`config.mk`:
```
export PLATFORM = sky130hd
export DESIGN_NAME = uvmt_cv32e40x_obi_instr_responder
export DESIGN_NICKNAME = d
export VERILOG_FILES = /design/src/rtl/uvmt_cv32e40x_obi_resp_pkg.sv /design/src/rtl/uvmt_cv32e40x_obi_resp_fifo.sv /design/src/rtl/uvmt_cv32e40x_obi_instr_responder.sv
export SDC_FILE = /design/constraint.sdc
export NUM_CORES = 1
export LEC_CHECK = 0
export CORE_ASPECT_RATIO = 1.2
export CORE_MARGIN = 1.5
export CORE_UTILIZATION = 40
export DETAILED_ROUTE_END_ITERATION = 16
export PLACE_DENSITY = 0.74
export SLEW_MARGIN = 10
export SYNTH_ARGS = -nofsm -noshare
export SYNTH_HDL_FRONTEND = slang
export SYNTH_SLANG_ARGS = --single-unit
export TNS_END_PERCENT = 30
```
`constraint.sdc`:
```
create_clock -name clk_i -period 6.12 [get_ports clk_i]
set_clock_uncertainty 0.15 [all_clocks]
set_input_delay 1.224 -clock clk_i [delete_from_list [all_inputs] [get_ports clk_i]]
set_output_delay 1.224 -clock clk_i [all_outputs]
set_load 0.05 [all_outputs]
```
`src/rtl/uvmt_cv32e40x_obi_resp_pkg.sv`:
```
`default_nettype none
// ============================================================================
// Module  : uvmt_cv32e40x_obi_resp_pkg
// Brief   : Shared types and helpers for the OBI instruction responder.
// Revision: 1.0 - initial release
// ============================================================================
package uvmt_cv32e40x_obi_resp_pkg;

    localparam int unsigned ENTRY_TIMER_W = 8;   // supports RVALID_LATENCY up to 256
    localparam int unsigned ENTRY_DATA_W  = 32;
    localparam int unsigned ENTRY_ADDR_W  = 32;

    typedef struct packed {
        logic                     err;
        logic [ENTRY_TIMER_W-1:0] timer;
        logic [ENTRY_DATA_W-1:0]  data;
    } resp_entry_t;

    // An inverted window (lo > hi) can never match, so it is naturally empty.
    function automatic logic f_in_err_window(
        input logic                    en,
        input logic [ENTRY_ADDR_W-1:0] addr,
        input logic [ENTRY_ADDR_W-1:0] lo,
        input logic [ENTRY_ADDR_W-1:0] hi
    );
        return en && (addr >= lo) && (addr <= hi);
    endfunction

endpackage
`default_nettype wire

```
`src/rtl/uvmt_cv32e40x_obi_resp_fifo.sv`:
```
`default_nettype none
// ============================================================================
// Module  : uvmt_cv32e40x_obi_resp_fifo
// Brief   : Circular response buffer with per-entry latency timers.
// Revision: 1.0 - initial release
// ============================================================================
module uvmt_cv32e40x_obi_resp_fifo
    import uvmt_cv32e40x_obi_resp_pkg::*;
#(
    parameter int DEPTH   = 2,
    parameter int LATENCY = 2,
    parameter int CNT_W   = $clog2(DEPTH + 1)
) (
    input  logic                    clk,
    input  logic                    rst,
    input  logic                    i_push,
    input  logic                    i_push_err,
    input  logic [ENTRY_DATA_W-1:0] i_cap_data,
    input  logic                    i_pop,
    output logic                    o_fire,
    output logic                    o_fire_err,
    output logic [ENTRY_DATA_W-1:0] o_fire_data,
    output logic                    o_full,
    output logic                    o_empty,
    output logic [CNT_W-1:0]        o_count
);

    localparam int c_IDX_W = (DEPTH > 1) ? $clog2(DEPTH) : 1;

    resp_entry_t          r_mem [DEPTH];
    logic [DEPTH-1:0]     r_valid;
    logic [c_IDX_W-1:0]   r_rd_ptr;
    logic [c_IDX_W-1:0]   r_wr_ptr;
    logic [c_IDX_W-1:0]   r_cap_idx;
    logic                 r_cap_en;
    logic [CNT_W-1:0]     r_count;

    logic [c_IDX_W-1:0]   w_cand;
    logic                 w_cand_ok;
    logic                 w_bypass;

    function automatic logic [c_IDX_W-1:0] f_next(input logic [c_IDX_W-1:0] p);
        return (p == c_IDX_W'(DEPTH - 1)) ? '0 : p + c_IDX_W'(1);
    endfunction

    // The head is still present during its own response cycle, so the next
    // entry to fire is the one behind it whenever a pop is in progress.
    always_comb begin
        w_cand      = i_pop ? f_next(r_rd_ptr) : r_rd_ptr;
        w_cand_ok   = r_valid[w_cand] && !(i_pop && (w_cand == r_rd_ptr));
        o_fire      = w_cand_ok && (r_mem[w_cand].timer == ENTRY_TIMER_W'(1));
        o_fire_err  = r_mem[w_cand].err;
        w_bypass    = r_cap_en && (w_cand == r_cap_idx);
        o_fire_data = r_mem[w_cand].data;
        if (w_bypass) begin
            o_fire_data = r_mem[w_cand].err ? '0 : i_cap_data;
        end
    end

    assign o_full  = (r_count == CNT_W'(DEPTH));
    assign o_empty = (r_count == '0);
    assign o_count = r_count;

    always_ff @(posedge clk) begin
        if (rst) begin
            for (int i = 0; i < DEPTH; i++) begin
                r_mem[i] <= '0;
            end
            r_valid   <= '0;
            r_rd_ptr  <= '0;
            r_wr_ptr  <= '0;
            r_cap_idx <= '0;
            r_cap_en  <= 1'b0;
            r_count   <= '0;
        end else begin
            for (int i = 0; i < DEPTH; i++) begin
                if (r_valid[i] && (r_mem[i].timer != '0)) begin
                    r_mem[i].timer <= r_mem[i].timer - ENTRY_TIMER_W'(1);
                end
            end
            if (r_cap_en) begin
                r_mem[r_cap_idx].data <= r_mem[r_cap_idx].err ? '0 : i_cap_data;
            end
            if (i_pop) begin
                r_valid[r_rd_ptr] <= 1'b0;
                r_rd_ptr          <= f_next(r_rd_ptr);
            end
            // A push into the slot being popped this cycle must win.
            if (i_push) begin
                r_mem[r_wr_ptr].err   <= i_push_err;
                r_mem[r_wr_ptr].timer <= ENTRY_TIMER_W'(LATENCY - 1);
                r_mem[r_wr_ptr].data  <= '0;
                r_valid[r_wr_ptr]     <= 1'b1;
                r_wr_ptr              <= f_next(r_wr_ptr);
                r_cap_idx             <= r_wr_ptr;
            end
            r_cap_en <= i_push;
            case ({i_push, i_pop})
                2'b10:   r_count <= r_count + CNT_W'(1);
                2'b01:   r_count <= r_count - CNT_W'(1);
                default: r_count <= r_count;
            endcase
        end
    end

endmodule
`default_nettype wire

```
`src/rtl/uvmt_cv32e40x_obi_instr_responder.sv`:
```
`default_nettype none
// ============================================================================
// Module  : uvmt_cv32e40x_obi_instr_responder
// Brief   : OBI instruction-fetch slave: grant, memory read, timed responses.
// Revision: 1.0 - initial release
// ============================================================================
module uvmt_cv32e40x_obi_instr_responder
    import uvmt_cv32e40x_obi_resp_pkg::*;
#(
    parameter int ADDR_WIDTH      = 32,
    parameter int DATA_WIDTH      = 32,
    parameter int MAX_OUTSTANDING = 2,
    parameter int RVALID_LATENCY  = 2
) (
    input  logic                               clk_i,
    input  logic                               rst_i,
    input  logic                               req_i,
    output logic                               gnt_o,
    input  logic [ADDR_WIDTH-1:0]              addr_i,
    input  logic [2:0]                         prot_i,
    input  logic                               dbg_i,
    input  logic [1:0]                         memtype_i,
    output logic                               rvalid_o,
    output logic [DATA_WIDTH-1:0]              rdata_o,
    output logic                               err_o,
    input  logic                               gnt_stall_i,
    input  logic                               err_en_i,
    input  logic [ADDR_WIDTH-1:0]              err_addr_lo_i,
    input  logic [ADDR_WIDTH-1:0]              err_addr_hi_i,
    output logic                               mem_req_o,
    output logic [ADDR_WIDTH-3:0]              mem_addr_o,
    input  logic [DATA_WIDTH-1:0]              mem_rdata_i,
    output logic [$clog2(MAX_OUTSTANDING+1)-1:0] outstanding_o,
    output logic                               proto_err_o
);

    localparam int c_CNT_W = $clog2(MAX_OUTSTANDING + 1);

    logic                    w_full;
    logic                    w_empty;
    logic                    w_fire;
    logic                    w_fire_err;
    logic [ENTRY_DATA_W-1:0] w_fire_data;
    logic                    w_accept;
    logic                    w_push_err;
    logic                    w_pop;
    logic                    w_changed;

    logic                    r_rvalid;
    logic [DATA_WIDTH-1:0]   r_rdata;
    logic                    r_err;

    logic                    r_pend;
    logic [ADDR_WIDTH-1:0]   r_addr;
    logic [2:0]              r_prot;
    logic                    r_dbg;
    logic [1:0]              r_memtype;
    logic                    r_proto_err;

    // A slot freed by this cycle's response can be reused immediately.
    assign gnt_o    = req_i & ~gnt_stall_i & ~rst_i & (~w_full | r_rvalid);
    assign w_accept = req_i & gnt_o;
    assign w_pop    = r_rvalid & ~w_empty;

    assign w_push_err = f_in_err_window(err_en_i,
                                        ENTRY_ADDR_W'(addr_i),
                                        ENTRY_ADDR_W'(err_addr_lo_i),
                                        ENTRY_ADDR_W'(err_addr_hi_i));

    assign mem_req_o  = w_accept;
    assign mem_addr_o = addr_i[ADDR_WIDTH-1:2];

    uvmt_cv32e40x_obi_resp_fifo #(
        .DEPTH   (MAX_OUTSTANDING),
        .LATENCY (RVALID_LATENCY),
        .CNT_W   (c_CNT_W)
    ) u_fifo (
        .clk         (clk_i),
        .rst         (rst_i),
        .i_push      (w_accept),
        .i_push_err  (w_push_err),
        .i_cap_data  (ENTRY_DATA_W'(mem_rdata_i)),
        .i_pop       (w_pop),
        .o_fire      (w_fire),
        .o_fire_err  (w_fire_err),
        .o_fire_data (w_fire_data),
        .o_full      (w_full),
        .o_empty     (w_empty),
        .o_count     (outstanding_o)
    );

    always_ff @(posedge clk_i) begin
        if (rst_i) begin
            r_rvalid <= 1'b0;
            r_rdata  <= '0;
            r_err    <= 1'b0;
        end else begin
            r_rvalid <= w_fire;
            r_rdata  <= w_fire ? DATA_WIDTH'(w_fire_data) : '0;
            r_err    <= w_fire & w_fire_err;
        end
    end

    assign rvalid_o = r_rvalid;
    assign rdata_o  = r_rdata;
    assign err_o    = r_err;

    // An ungranted request must be held with stable attributes next cycle.
    assign w_changed = (addr_i != r_addr) | (prot_i != r_prot) |
                       (dbg_i != r_dbg) | (memtype_i != r_memtype);

    always_ff @(posedge clk_i) begin
        if (rst_i) begin
            r_pend      <= 1'b0;
            r_addr      <= '0;
            r_prot      <= '0;
            r_dbg       <= 1'b0;
            r_memtype   <= '0;
            r_proto_err <= 1'b0;
        end else begin
            r_pend    <= req_i & ~gnt_o;
            r_addr    <= addr_i;
            r_prot    <= prot_i;
            r_dbg     <= dbg_i;
            r_memtype <= memtype_i;
            if (r_pend & (~req_i | w_changed)) begin
                r_proto_err <= 1'b1;
            end
        end
    end

    assign proto_err_o = r_proto_err;

endmodule
`default_nettype wire

```
After elaboration in Yosys (flattened, before gate mapping). Memory sizes are Yosys's and may differ from the RTL's. A register that Yosys moved wholly into a read port is not among the register bits. Cells that the tools add are included.

Flip-flop bits (word level): 82. RAM bits: 82. Input bits: 139. Output and inout bits: 69. Memories: 1.

Memories: u_fifo.r_mem (words 2, bits a word 41, read ports 4, clocked after memory_dff 1, wr ports 4, RTL line uvmt_cv32e40x_obi_resp_fifo.sv:30) `resp_entry_t r_mem [DEPTH];`.

$add $sub $neg: 6. $lt $le $gt $ge: 7. Equality and inequality tests: 10. Multiplexer cells: 34. Bitwise operators: 25. Reduce and logical (&&, ||, !) cells: 16.

Operators with widths (number): 32-bit two-way mux (3); 32-bit greater-or-equal comparator (1); 32-bit <= comparator (1); 32-bit inequality test (1); 1-bit two-way mux (23); 8-bit two-way mux (2); 8-bit nonzero test (2); 8-bit by 1-bit subtractor with 8-bit output, second input constant (2); 1-bit logical AND (10); 1-bit bitwise AND (8); 8-bit by 1-bit equality test with 1-bit output, second input constant (1); 1-bit inverter (7); 1-bit OR (7); 1-bit by 2-bit < comparator with 1-bit output, second input constant (3); 2-bit two-way mux (3); 2-bit equality test, second input constant (2); 2-bit one-hot mux with 2 select lines (1); 3-bit inequality test (1); 1-bit adder, second input constant (2); 2-bit by 1-bit adder with 2-bit output, second input constant (1); 2-bit bitwise AND (1); 1-bit demux with 1-bit select (2); 1-bit equality test (2); 2-bit by 1-bit equality test with 1-bit output, second input constant (1); 10 further kinds (11).

Logic depth before layout (Yosys ltp).
Word-level depth: 11. Gate-level depth with buffers: 9. Depth with buffers taken out: 8.

Modules after synthesis. From an unflattened synthesis, not the netlist that was laid out.

Cell total of the unflattened synthesis: 935. Area, all modules: 8363.0 um2.

By module, submodules not included: uvmt_cv32e40x_obi_instr_responder (times used 1, cells each 467, area each 4250.3 um2); uvmt_cv32e40x_obi_resp_fifo (times used 1, cells each 468, area each 4112.7 um2).

Worst setup path after synthesis. Ideal clock, no wire load.

Path kind: input to output. Start: input port rst_i. End: output port mem_req_o. Data arrival time: 2.182 ns. Data required time: 4.746 ns. Slack: 2.564 ns. Stages: 5. Buffers on the path: 1. Cells stage by stage: buf_6 > inv_2 > nand2_1 > a211o_1 > inv_1.

Word-level cells in the longest chain between the ends: 4.

Ends and longest elaborated chain: start: declaration (RTL line uvmt_cv32e40x_obi_instr_responder.sv:16) `input logic rst_i,`; 1-bit inverter (RTL line uvmt_cv32e40x_obi_instr_responder.sv:61) `assign gnt_o = req_i & ~gnt_stall_i & ~rst_i & (~w_full | r_rvalid);`; 1-bit bitwise AND (2 in series) (RTL line uvmt_cv32e40x_obi_instr_responder.sv:61); 1-bit bitwise AND (RTL line uvmt_cv32e40x_obi_instr_responder.sv:62) `assign w_accept = req_i & gnt_o;`; end: declaration (RTL line uvmt_cv32e40x_obi_instr_responder.sv:30) `output logic mem_req_o,`.

Every way passes these cells.

Worst setup path after layout.
Start: input port req_i. End: output port mem_req_o.

Word-level cells in the longest chain between the ends: 4.

Ends and longest elaborated chain: start: declaration (RTL line uvmt_cv32e40x_obi_instr_responder.sv:17) `input logic req_i,`; 1-bit bitwise AND (3 in series) (RTL line uvmt_cv32e40x_obi_instr_responder.sv:61); 1-bit bitwise AND (*) (RTL line uvmt_cv32e40x_obi_instr_responder.sv:62).

Mark *: on every way between the ends. The rest lies on a longest branch, timed or not.

==> results.md <==
Clocking:
- The number of gates given a new drive strength after cts is 0.
- Buffers inserted during clock tree synthesis total 17.
- No sink is reached through more buffers than the 2 on the longest clock path.
- The total number of H-tree levels is 4.
- The number of hold buffers added after CTS was 0.
- The tree is rooted in a sky130_fd_sc_hd__clkbuf_16.
- TritonCTS built the clock tree.
- Clock-pin slew was measured on the worst setup and hold paths at 0.07 ns.
- The number of setup buffers added after CTS is 0.
- The clock net in this run drives a total of 165 sinks.
- The later pin in the worst-skew pair is clocked with a latency of 0.43 ns.

Cells and area:
- In the final design database the tool counted 1,340 nets.
- The final design utilization is 0.542.
- The area taken by multi-input logic gates is 0.00433 mm^2.
- The fraction of final layout cells sized beyond drive strength 1 is 0.0524.
- After routing the design area is 0.0110 mm^2.
- From synthesis to final layout, the design area changed by 32.7%.
- The area of all sequential standard cells is 0.00332 mm^2.
- The number of antenna diodes in the final layout is 0.
- The count of filler cells inserted in the layout is 1,891.

Worst setup path:
- The endpoint identified for the worst register-to-register timing path is rdata_o[4].
- For the worst flop-to-flop path, the logic depth is 8.
- The largest stage delay on the critical path is 0.87 ns.
- The signal on the critical path passes through clkdlybuf4s50_1, nand2_1, a211o_1, inv_1, clkdlybuf4s50_1.
- The type of the worst setup path is input port to output pin.
- The slack of the worst reg-to-reg path is 2.88 ns.
- The slowest cell on the critical path is sky130_fd_sc_hd__clkdlybuf4s50_1.
- The data arrival at the endpoint of the critical path is 3.24 ns.
- The critical register-to-register path startpoint is u_fifo.o_count[0].
- Along the worst path, the maximum fanout reaches 7.
- The kind of start point of the critical path is an input port.
- The required time of the worst setup path is 4.75 ns.
- In this design, the critical path's most frequently occurring cell is sky130_fd_sc_hd__clkdlybuf4s50_1.
- STA classifies the critical path endpoint as an output pin.

Global route:
- The first global-routing pass estimated 36.3 mm of wire.
- The global routing usage summed across all routing layers is 0.212.
- The number of antenna violations at the first check in global routing is 0.
- After global routing the overflow that remains totals 0.
- The via count of the first global-routing pass is 7,293.
- Entering global routing, the biggest net connects 55 pins.

Die:
- The overall die width is 134 um.
- The starting density of the core is 0.408.
- The number of rows in the core area is 57.
- 208 I/O pins were placed.
- The core region is 0.0203 mm^2.
- The floorplan die area is 0.0216 mm^2.
- The floorplan step set the die height to 161 um.

Synthesis:
- The yosys synthesis warning count is 0.
- The post-synthesis sequential element count is 165.
- The synthesized netlist occupies a cell area of 0.00830 mm^2.
- Of the post-synthesis cell area, the dominant cell type holds 0.393.
- Counting flops with an async set or reset pin after synthesis yields a share of 0.
- A synthesized cell averages 8.52 um^2.
- The commonest register cell after synthesis is sky130_fd_sc_hd__dfxtp_1.
- The cell count after synthesis came out at 974.
- The share of the Yosys chip area taken by registers is 0.401.
- The synthesized net count is 1,182.
- The count of flip-flops with a built-in enable after synthesis is 2.
- Summed over all instances, the cell type with the most area after synthesis is sky130_fd_sc_hd__dfxtp_1.
- The number of unique standard cell types used by synthesis is 56.
- Yosys attributes the largest share of cell area to sky130_fd_sc_hd__dfxtp_1 (39%), sky130_fd_sc_hd__ha_1 (10%), sky130_fd_sc_hd__a22oi_1 (5.8%).

Worst hold path:
- The worst hold path begins at proto_err_o.
- The min-delay analysis places its worst path in the category flop to flop.
- The capture endpoint of the worst hold path is proto_err_o.
- The hold path depth is 2.

Route:
- In the final routed layout, each cell accounts on average for 16.0 um.
- The routed design has 22.5 mm of wire.
- The total number of vias is 7,374.
- The via-per-instance ratio is 5.23.
- The number of nets with antenna violations after detailed routing is 0.
- The number of remaining DRC errors is 0.
- The first detailed-routing pass took 5 iterations.
- The violation count after the first detailed-routing iteration is 505.

Run status:
- The flow ran to the end, and the final reports show no timing, DRC or antenna violations.

STA:
- The setup total negative slack is 0 ns.
- The number of failing hold endpoints at the final stage came to 0.
- Setup violations remaining at the end of the flow were counted as 0.
- The max-slew violation count is 0.
- Setup repair after global routing left no endpoint under its margin.
- For the pin with the worst max-slew slack, the measured transition is 1.08 ns.
- The worst pin sits at a relative slew slack of 0.263.
- The maximum clock frequency is 217 MHz.
- Of the available clock period, the critical path in the final layout requires 0.754.
- The clock period could shrink to 4.62 ns.

Placement:
- The global placer's final weighted congestion is 0.868.
- Summing all placed instances gives a cell area of 0.0104 mm^2.
- The count of buffers inserted at the top-level ports is 207.
- The detailed placement HPWL is 15.8 mm.

Pwr:
- The power density of the placed cells is 246 mW/mm^2.
- VDD sags by at most 0.204 mV.
- Summed over all cells, the static leakage comes to 4.38 nW.

Job:
- Max-cap violations in this run came to 0.
[report_power, final]
group	switching, mW	internal (mW)
Combinational	0.265	0.216
Clock	0.492	0.594
Sequential	0.0301	1.12
[state kept, by name, summed over array words and instances (netlist names), 2 cells and up, named ones only]
| signal | cells |
|---|---|
| u_fifo.r_mem | 82 |
| u_fifo.o_count | 2 |
| r_memtype | 2 |
| r_addr | 32 |
| u_fifo.r_valid | 2 |
| rdata_o | 32 |
| r_prot | 3 |
[worst max-delay path by stage]
stage / start / to / slack (ns) / cells past startpoint
floorplan: rst_i / mem_req_o / 2.56 / 5
global placement: req_i / mem_req_o / 1.55 / 5
detailed placement: req_i / mem_req_o / 1.52 / 5
CTS: req_i / mem_req_o / 1.51 / 5
global route: req_i / mem_req_o / 1.40 / 5
finish: req_i / mem_req_o / 1.50 / 5
[per-stage QoR]
step           power (mW)  worst slack (ns)  instances  hold WS, ns
3_5_place_dp         1.65              1.52       1378        0.312
4_1_cts              2.74              1.51       1410        0.341
2_1_floorplan        1.45              2.56        974        0.283
6_report             2.71              1.50       1410        0.335
3_3_place_gp         1.64              1.55       1378        0.287
5_1_grt              2.84              1.40       1410        0.360
[synthesized netlist by cell type, drive strengths merged (6+ instances only)]
cell type,number
a21o,37
xnor2,40
nor2b,39
nand2,93
and4,6
a21oi,72
nand3,43
nor2,92
buf,41
ha,69
inv,76
clkbuf,37
dfxtp,163
o21ai,16
a22oi,64
nand4,18
nor4,8
xor2,8
[cell type report]
cell class | count | share of cell area
clock buffer | 18 | 0.0399
sequential | 165 | 0.302
multi-input combinational | 655 | 0.393
inverter | 76 | 0.0259
clock inverter | 14 | 0.0144
tap | 265 | 0.0301
timing repair buffer | 217 | 0.195
[worst max-delay path, delay by kind of cell]
kind / cells / cell delay [ns]
buffers and inverters: 3 / 1.55
and+or+nand+nor: 1 / 0.09
AOI/OAI and AO/OA: 1 / 0.38
[metal layers]
layer,track usage,part of all wire,up-vias
li1,-,-,3632
met1,0.244,0.41,3436
met2,0.379,0.50,277
met3,0.0556,0.072,29
met4,0.0689,0.018,0
met5,0,0,-
[cell usage in the layout (no fill, tap or decap), types with 15 or more instances in the layout]
cell type and n:
sky130_fd_sc_hd__nand4_1 18, sky130_fd_sc_hd__nor2_1 90, sky130_fd_sc_hd__ha_1 69, sky130_fd_sc_hd__xnor2_1 39, sky130_fd_sc_hd__nor2b_1 39, sky130_fd_sc_hd__clkbuf_16 17, sky130_fd_sc_hd__dfxtp_1 163, sky130_fd_sc_hd__clkdlybuf4s50_1 206
sky130_fd_sc_hd__inv_1 74, sky130_fd_sc_hd__a22oi_1 64, sky130_fd_sc_hd__a21oi_1 70, sky130_fd_sc_hd__nand2_1 93, sky130_fd_sc_hd__nand3_1 43, sky130_fd_sc_hd__o21ai_0 15, sky130_fd_sc_hd__a21o_1 37
[kinds of logic after synthesis]
logic type / after synthesis / synth area share
and+or+nand+nor: 320 / 0.183
muxes: 2 / 0.00241
buffers and inverters: 154 / 0.0855
AOI/OAI and AO/OA: 216 / 0.173
xor gates and xnor gates: 48 / 0.0516
DFF: 165 / 0.401
adders and majority gates: 69 / 0.104
Power figures use the tool's default switching activity.
